**config.mk**
```make
export PLATFORM = sky130hd
export DESIGN_NAME = fpu_io_bridge
export DESIGN_NICKNAME = d
export VERILOG_FILES = /design/src/rtl/fpu_io_bridge.sv
export SDC_FILE = /design/constraint.sdc
export NUM_CORES = 1
export LEC_CHECK = 0
export ABC_AREA = 1
export CAP_MARGIN = 10
export CORE_MARGIN = 2
export CORE_UTILIZATION = 37
export CTS_CLUSTER_DIAMETER = 40
export DETAILED_ROUTE_END_ITERATION = 12
export PLACE_DENSITY_LB_ADDON = 0.12
export SETUP_SLACK_MARGIN = 0.2
export SKIP_CTS_REPAIR_TIMING = 1
export SYNTH_ARGS = -nofsm -noshare
export SYNTH_HDL_FRONTEND = slang
export SYNTH_SLANG_ARGS = --single-unit
```
**constraint.sdc**
```tcl
create_clock -name clock -period 4.6 [get_ports clock]
set_input_delay 0.46 -clock clock [delete_from_list [all_inputs] [get_ports clock]]
set_output_delay 0.46 -clock clock [all_outputs]
set_load 0.01 [all_outputs]
```
**src/rtl/fpu_io_bridge.sv**
```systemverilog
// Pad-side bridge for the fp16 core: gathers two 16-bit operands as nibble pairs,
// runs one start/done operation (with timeout), and returns the result as two bytes.
module fpu_io_bridge #(
   parameter int unsigned TIMEOUT = 15,
   parameter logic [15:0] ERR_VAL = 16'h7E00
) (
   input  logic        clock,
   input  logic        reset,
   input  logic [11:0] io_in,
   output logic [11:0] io_out,
   output logic [15:0] core_a,
   output logic [15:0] core_b,
   output logic        core_sel,
   output logic        core_start,
   input  logic        core_done,
   input  logic [15:0] core_result
);

   localparam int unsigned TW = (TIMEOUT > 1) ? $clog2(TIMEOUT) : 1;
   localparam logic [TW-1:0] TIMER_LAST = TW'(TIMEOUT - 1);

   typedef enum logic [2:0] {
      S_IDLE  = 3'd0,
      S_LOAD  = 3'd1,
      S_ISSUE = 3'd2,
      S_WAIT  = 3'd3,
      S_HOLD  = 3'd4,
      S_TX_LO = 3'd5,
      S_TX_HI = 3'd6
   } state_t;

   state_t        state_q, state_d;
   logic [15:0]   a_q, a_d;
   logic [15:0]   b_q, b_d;
   logic          sel_q, sel_d;
   logic [1:0]    cnt_q, cnt_d;
   logic [TW-1:0] timer_q, timer_d;
   logic [15:0]   result_q, result_d;
   logic          err_q, err_d;
   logic [11:0]   io_out_q, io_out_d;
   logic          start_q, start_d;

   logic          in_en;
   logic          unused_io;

   assign in_en     = io_in[9];
   assign unused_io = ^io_in[11:10];

   always_comb begin
      state_d  = state_q;
      a_d      = a_q;
      b_d      = b_q;
      sel_d    = sel_q;
      cnt_d    = cnt_q;
      timer_d  = timer_q;
      result_d = result_q;
      err_d    = err_q;

      case (state_q)
         S_IDLE: begin
            if (in_en) begin
               a_d[3:0] = io_in[3:0];
               b_d[3:0] = io_in[7:4];
               sel_d    = io_in[8];
               err_d    = 1'b0;
               cnt_d    = 2'd1;
               state_d  = S_LOAD;
            end
         end
         S_LOAD: begin
            // A dropped in_en mid-frame silently discards the partial operands.
            if (in_en) begin
               a_d[4*cnt_q +: 4] = io_in[3:0];
               b_d[4*cnt_q +: 4] = io_in[7:4];
               cnt_d             = cnt_q + 2'd1;
               if (cnt_q == 2'd3) begin
                  state_d = S_ISSUE;
               end
            end else begin
               cnt_d   = 2'd0;
               state_d = S_IDLE;
            end
         end
         S_ISSUE: begin
            timer_d = '0;
            state_d = S_WAIT;
         end
         S_WAIT: begin
            if (core_done) begin
               result_d = core_result;
               state_d  = S_HOLD;
            end else if (timer_q == TIMER_LAST) begin
               result_d = ERR_VAL;
               err_d    = 1'b1;
               state_d  = S_HOLD;
            end else begin
               timer_d = timer_q + 1'b1;
            end
         end
         S_HOLD: begin
            if (!in_en) begin
               state_d = S_TX_LO;
            end
         end
         S_TX_LO: state_d = S_TX_HI;
         S_TX_HI: begin
            cnt_d   = 2'd0;
            state_d = S_IDLE;
         end
         default: state_d = S_IDLE;
      endcase
   end

   // Outputs are decoded from next-state so the registered pins line up with the state.
   always_comb begin
      io_out_d     = '0;
      io_out_d[9]  = (state_d != S_IDLE);
      io_out_d[10] = err_d;
      if (state_d == S_TX_LO) begin
         io_out_d[8]   = 1'b1;
         io_out_d[7:0] = result_d[7:0];
      end else if (state_d == S_TX_HI) begin
         io_out_d[8]   = 1'b1;
         io_out_d[7:0] = result_d[15:8];
      end
      start_d = (state_d == S_ISSUE);
   end

   always_ff @(posedge clock) begin
      if (reset) begin
         state_q  <= S_IDLE;
         a_q      <= '0;
         b_q      <= '0;
         sel_q    <= 1'b0;
         cnt_q    <= '0;
         timer_q  <= '0;
         result_q <= '0;
         err_q    <= 1'b0;
         io_out_q <= '0;
         start_q  <= 1'b0;
      end else begin
         state_q  <= state_d;
         a_q      <= a_d;
         b_q      <= b_d;
         sel_q    <= sel_d;
         cnt_q    <= cnt_d;
         timer_q  <= timer_d;
         result_q <= result_d;
         err_q    <= err_d;
         io_out_q <= io_out_d;
         start_q  <= start_d;
      end
   end

   assign io_out     = io_out_q;
   assign core_a     = a_q;
   assign core_b     = b_q;
   assign core_sel   = sel_q;
   assign core_start = start_q;

endmodule

```
==> results of run 1 <==
cell usage in the layout, fill, tap and decap left out, drive strengths merged, types with 2 or more instances in the layout:
cell,synthesis,routed
a21oi,54,54
buf,16,2
clkbuf,7,9
clkdlybuf4s50,0,72
clkinv,0,3
dfxtp,70,70
ha,7,7
inv,33,33
nand2,113,113
nand3,40,40
nand4,18,18
nor2,29,29
nor3,9,9
o21ai,11,11
or2,8,8
metal layers:
metal / part of all wire, % / GRT usage, %
met1: 45 / 22.1
met5: 0 / 0
met4: 2.2 / 9.40
met3: 5.8 / 2.82
met2: 47 / 27.9
worst paths after layout:
check | endpoint | start | cells past startpoint | slack, ps
setup / recovery | core_a[10]$_SDFFE_PP0P_ | cnt_q[0]$_SDFFE_PP0P_ | 8 | 2370
hold / removal | result_q[13]$_SDFF_PP0_ | result_q[13]$_SDFF_PP0_ | 2 | 450
setup reg to reg | core_a[10]$_SDFFE_PP0P_ | cnt_q[0]$_SDFFE_PP0P_ | 8 | 2370
hold reg to reg | result_q[13]$_SDFF_PP0_ | result_q[13]$_SDFF_PP0_ | 2 | 450
area by class of cell:
type                       count  area, um2  area share (%)
clock inverter                 5       52.6            1.32
multi-input combinational    291       1420            35.6
timing repair buffer          74        733            18.4
sequential                    70       1400            35.2
clock buffer                   9        124            3.11
tap                          105        131            3.30
inverter                      33        124            3.11
sequential cells by signal, indices dropped and copies added (netlist names):
register and flops:
core_start 1, io_out 10, core_b 16, state_q 3, err_q 1, result_q 16, timer_q 4, core_a 16
cnt_q 2, core_sel 1
report_power, final:
group	switching (W)	internal (W)
registers	0.00000917	0.000613
clock network	0.000219	0.000241
logic	0.0000585	0.0000436
cells by family after synthesis:
logic type / after synthesis / share of synthesized area [%]
flops: 70 / 44.5
compound gates: 65 / 10.3
simple gates: 217 / 31.5
fa+ha+maj: 7 / 2.78
xor+xnor: 1 / 0.278
buf+inv: 57 / 10.6
other cells: 1 / 0.119
worst reg2reg max path: stages, from the launching register on:
cell and delay, ps:
dfxtp_1 630, inv_1 180, ha_1 500, inv_1 90, nor2_1 180, nand2_1 70
inv_1 210, nand4_1 130, a21oi_1 160
metrics by stage:
step	cell area [um2]	hold slack, ps	setup slack (ps)	cells	total power (W)
2_1_floorplan	3150	424	3060	418	0.000693
3_3_place_gp	3810	433	2370	573	0.000737
3_5_place_dp	3810	438	2370	573	0.000738
4_1_cts	3980	449	2370	587	0.00120
5_1_grt	3980	466	2120	587	0.00123
6_report	3980	446	2370	587	0.00118
==> flow_summary.json, run 1 <==
{
  "outcome": "completed",
  "fill_cells": 842,
  "syn_area_um2": 3150,
  "die_area_um2": 9270,
  "hold_path.class": "reg2reg",
  "utilization_pct": 48.5,
  "grt_pass1_wl_um": 12300,
  "gp_congestion": 0.852,
  "cts_made_buffers": 9,
  "async_flop_share_pct": 0,
  "start_util_pct": 38.3,
  "nets": 517,
  "maxCapViolCount": 0,
  "final_max_slew_viol_count": 0,
  "maxSlewHeadroom_pct": 56.2,
  "area_growth_pct": 26.4,
  "first_pass_iters": 4,
  "power_leakage_nw": 1.56,
  "rsz0062_at_grt": "no",
  "cts_root_buf": "clkbuf_8",
  "overflow": 0,
  "drt_iter0_drc": 104,
  "cts_sinks": 70,
  "required_ps": 4870,
  "cts_tree": "yes",
  "syn_inst": 418,
  "clk_pin_slew_ps": 70,
  "ys_ff_latch": 70,
  "setup-tns-final_ps": 0,
  "cp-end-kind": "register",
  "track_usage_pct": 17.3,
  "worstPathArrival_ps": 2500,
  "num_vias": 2843,
  "htreeDepth": 3,
  "path_buf_inv": 3,
  "yosysTopAreaCellShare_pct": 44.5,
  "drc": 0,
  "antenna_found_initial": 0,
  "portBuffers": 73,
  "cpMostUsedCell": "inv_1",
  "finClkSkew_ps": 4.86,
  "powerDensity_nw_per_um2": 297,
  "max_freq_ghz": 0.448,
  "synth_edf_count": 0,
  "hold_viol": 0,
  "post_drt_via_cell_ratio": 4.84,
  "layout-drive-gt1-share_pct": 7.68,
  "min_period_ps": 2230,
  "clk_latency_ps": 340,
  "diodes": 0,
  "crit_family": "flip-flops",
  "fp.dieW_um": 96.3,
  "path_cells": "inv_1, ha_1, inv_1, nor2_1, nand2_1, inv_1, nand4_1, a21oi_1",
  "slowest_delay_ps": 630,
  "finalCritPeriodShare_pct": 48.5,
  "die_h_um": 96.3,
  "num_rows": 33,
  "core_area_um2": 8220,
  "synth_common_cells": "nand2_1, dfxtp_1, a21oi_1",
  "critPathKind": "reg2reg",
  "synth_top_area_cell": "dfxtp_1",
  "dp_hpwl_um": 5350,
  "io_pins": 77,
  "wl_per_cell_um": 12.9,
  "synth_nets": 456,
  "worst_pin_slew_ps": 656,
  "synth_warnings": 0,
  "slowest_stage": "dfxtp_1",
  "ys_seq_area_share_pct": 44.5,
  "synth.distinct_cells": 26,
  "start_kind": "register",
  "synth_flop_cell": "dfxtp_1",
  "finalSetupViolations": 0,
  "synthTopCellsByArea": "dfxtp_1, nand2_1, a21oi_1",
  "routed_wl_um": 7580,
  "cts_buffer_depth": 2,
  "path_max_fanout": 14,
  "grt_pass1_vias": 2605,
  "syn_area_per_cell_um2": 7.54,
  "grt_max_degree": 58,
  "max-vdd-ir-drop_mv": 0.155,
  "yosysMostFrequentCell": "nand2_1",
  "final_antenna_net_count": 0
}
(Power assumes the default switching activity.)
==> run 2: changes to the inputs <==
- clock period: 4.6 -> 2.05 ns (I/O delays scaled with it)
==> flow_summary.json, run 2 (synthesis gave the netlist of run 1 again) <==
{
  "outcome": "completed",
  "grt_pass1_wl_um": 12100,
  "hold_path.class": "in2reg",
  "portBuffers": 73,
  "drc": 0,
  "start_kind": "register",
  "finalSetupViolations": 0,
  "power_leakage_nw": 1.61,
  "die_h_um": 96.3,
  "hold_viol": 0,
  "antenna_found_initial": 0,
  "place_ws_ps": 259,
  "dp_hpwl_um": 5440,
  "setup_ws_ps": 419,
  "placedCellCount": 580,
  "num_vias": 2853,
  "powerDensity_nw_per_um2": 699,
  "routed_wl_um": 7590,
  "cts_made_buffers": 9,
  "path_max_fanout": 14,
  "final_antenna_net_count": 0,
  "cts_tree": "yes",
  "path_cells": "nor2_4, nand2_4, nor2_4, nand2_2, inv_2, nand2_1, a21oi_1",
  "cp-end-kind": "register",
  "die_area_um2": 9270,
  "rsz0062_at_grt": "no",
  "final_common_cell": "nand2_1",
  "diodes": 0,
  "crit_start": "state_q[2]$_SDFF_PP0_",
  "overflow": 0,
  "path_buf_inv": 1,
  "htreeDepth": 3,
  "final_max_slew_viol_count": 0,
  "clk_latency_ps": 350,
  "slowest_stage": "dfxtp_1",
  "layout_common_cells": "nand2_1, clkdlybuf4s50_1, dfxtp_1",
  "track_usage_pct": 17.2,
  "rrSetupSlack_ps": 420,
  "setup-tns-final_ps": 0,
  "first_pass_iters": 4,
  "slowest_delay_ps": 480,
  "io_pins": 77,
  "grt_pass1_vias": 2556,
  "core_area_um2": 8220,
  "cpMostUsedCell": "nor2_4",
  "cts_buffer_depth": 2,
  "num_rows": 33,
  "hold_start": "core_result[15]",
  "timing.rr.start": "state_q[2]$_SDFF_PP0_",
  "worstPathArrival_ps": 1910,
  "instances_no_fill": 596,
  "critPathKind": "reg2reg",
  "required_ps": 2320,
  "clk_pin_slew_ps": 70,
  "drt_iter0_drc": 111,
  "crit_family": "simple AND/OR/NAND/NOR gates",
  "finClkSkew_ps": 6.78,
  "maxSlewHeadroom_pct": 59.6,
  "cts_sinks": 70,
  "cts_root_buf": "clkbuf_8",
  "finalCritPeriodShare_pct": 79.6,
  "worst_pin_slew_ps": 605,
  "grt_max_degree": 57,
  "wl_per_cell_um": 12.7,
  "nets": 524,
  "min_period_ps": 1630,
  "start_util_pct": 38.3,
  "post_drt_via_cell_ratio": 4.79,
  "fp.dieW_um": 96.3,
  "max_freq_ghz": 0.613,
  "maxCapViolCount": 0,
  "layout-drive-gt1-share_pct": 9.57,
  "area_growth_pct": 29.4,
  "max-vdd-ir-drop_mv": 0.382,
  "gp_congestion": 0.842
}
==> run 2: final timing paths <==
path	to	cells after the start
min	result_q[15]$_SDFF_PP0_	3
max	core_a[12]$_SDFFE_PP0P_	7
max reg2reg	core_a[12]$_SDFFE_PP0P_	7
min reg2reg	result_q[12]$_SDFF_PP0_	2
==> run 2: cell type report <==
| type | count | area [um2] |
|---|---|---|
| multi-input combinational | 291 | 1420 |
| inverter | 33 | 124 |
| clock buffer | 12 | 145 |
| sequential | 70 | 1400 |
| timing repair buffer | 81 | 786 |
| tap | 105 | 131 |
| clock inverter | 4 | 70.1 |
| fill | 853 | 4140 |
==> run 2: per-stage QoR <==
stage	hold WS (ps)	util [%]	instance area [um2]	total power, W
global route	423	49.6	4080	0.00296
floorplan	345	-	3150	0.00156
finish	416	49.6	4080	0.00285
detailed placement	437	47.0	3860	0.00167
global placement	434	47.0	3860	0.00167
CTS	402	49.6	4070	0.00288
==> run 2: worst register-to-register path: stages (launching register included) <==
cell and delay (ps):
dfxtp_1 480, nor2_4 230, nand2_4 80, nor2_4 250, nand2_2 190, inv_2 150, nand2_1 70, a21oi_1 120
==> run 2: power breakdown <==
| part | switching [W] | total, W | leakage (nW) | internal, W |
|---|---|---|---|---|
| registers | 0.00000978 | 0.00138 | 0.566 | 0.00138 |
| logic | 0.000144 | 0.000252 | 0.936 | 0.000108 |
| clock network | 0.000498 | 0.00121 | 0.110 | 0.000715 |
==> run 2: routing by layer <==
layer / global-route usage, % / share of wire (%) / vias up
li1: - / - / 1499
met2: 28.4 / 47 / 79
met5: 0 / 0 / -
met1: 20.9 / 45 / 1261
met3: 4.62 / 5.8 / 14
met4: 7.62 / 2.1 / 0
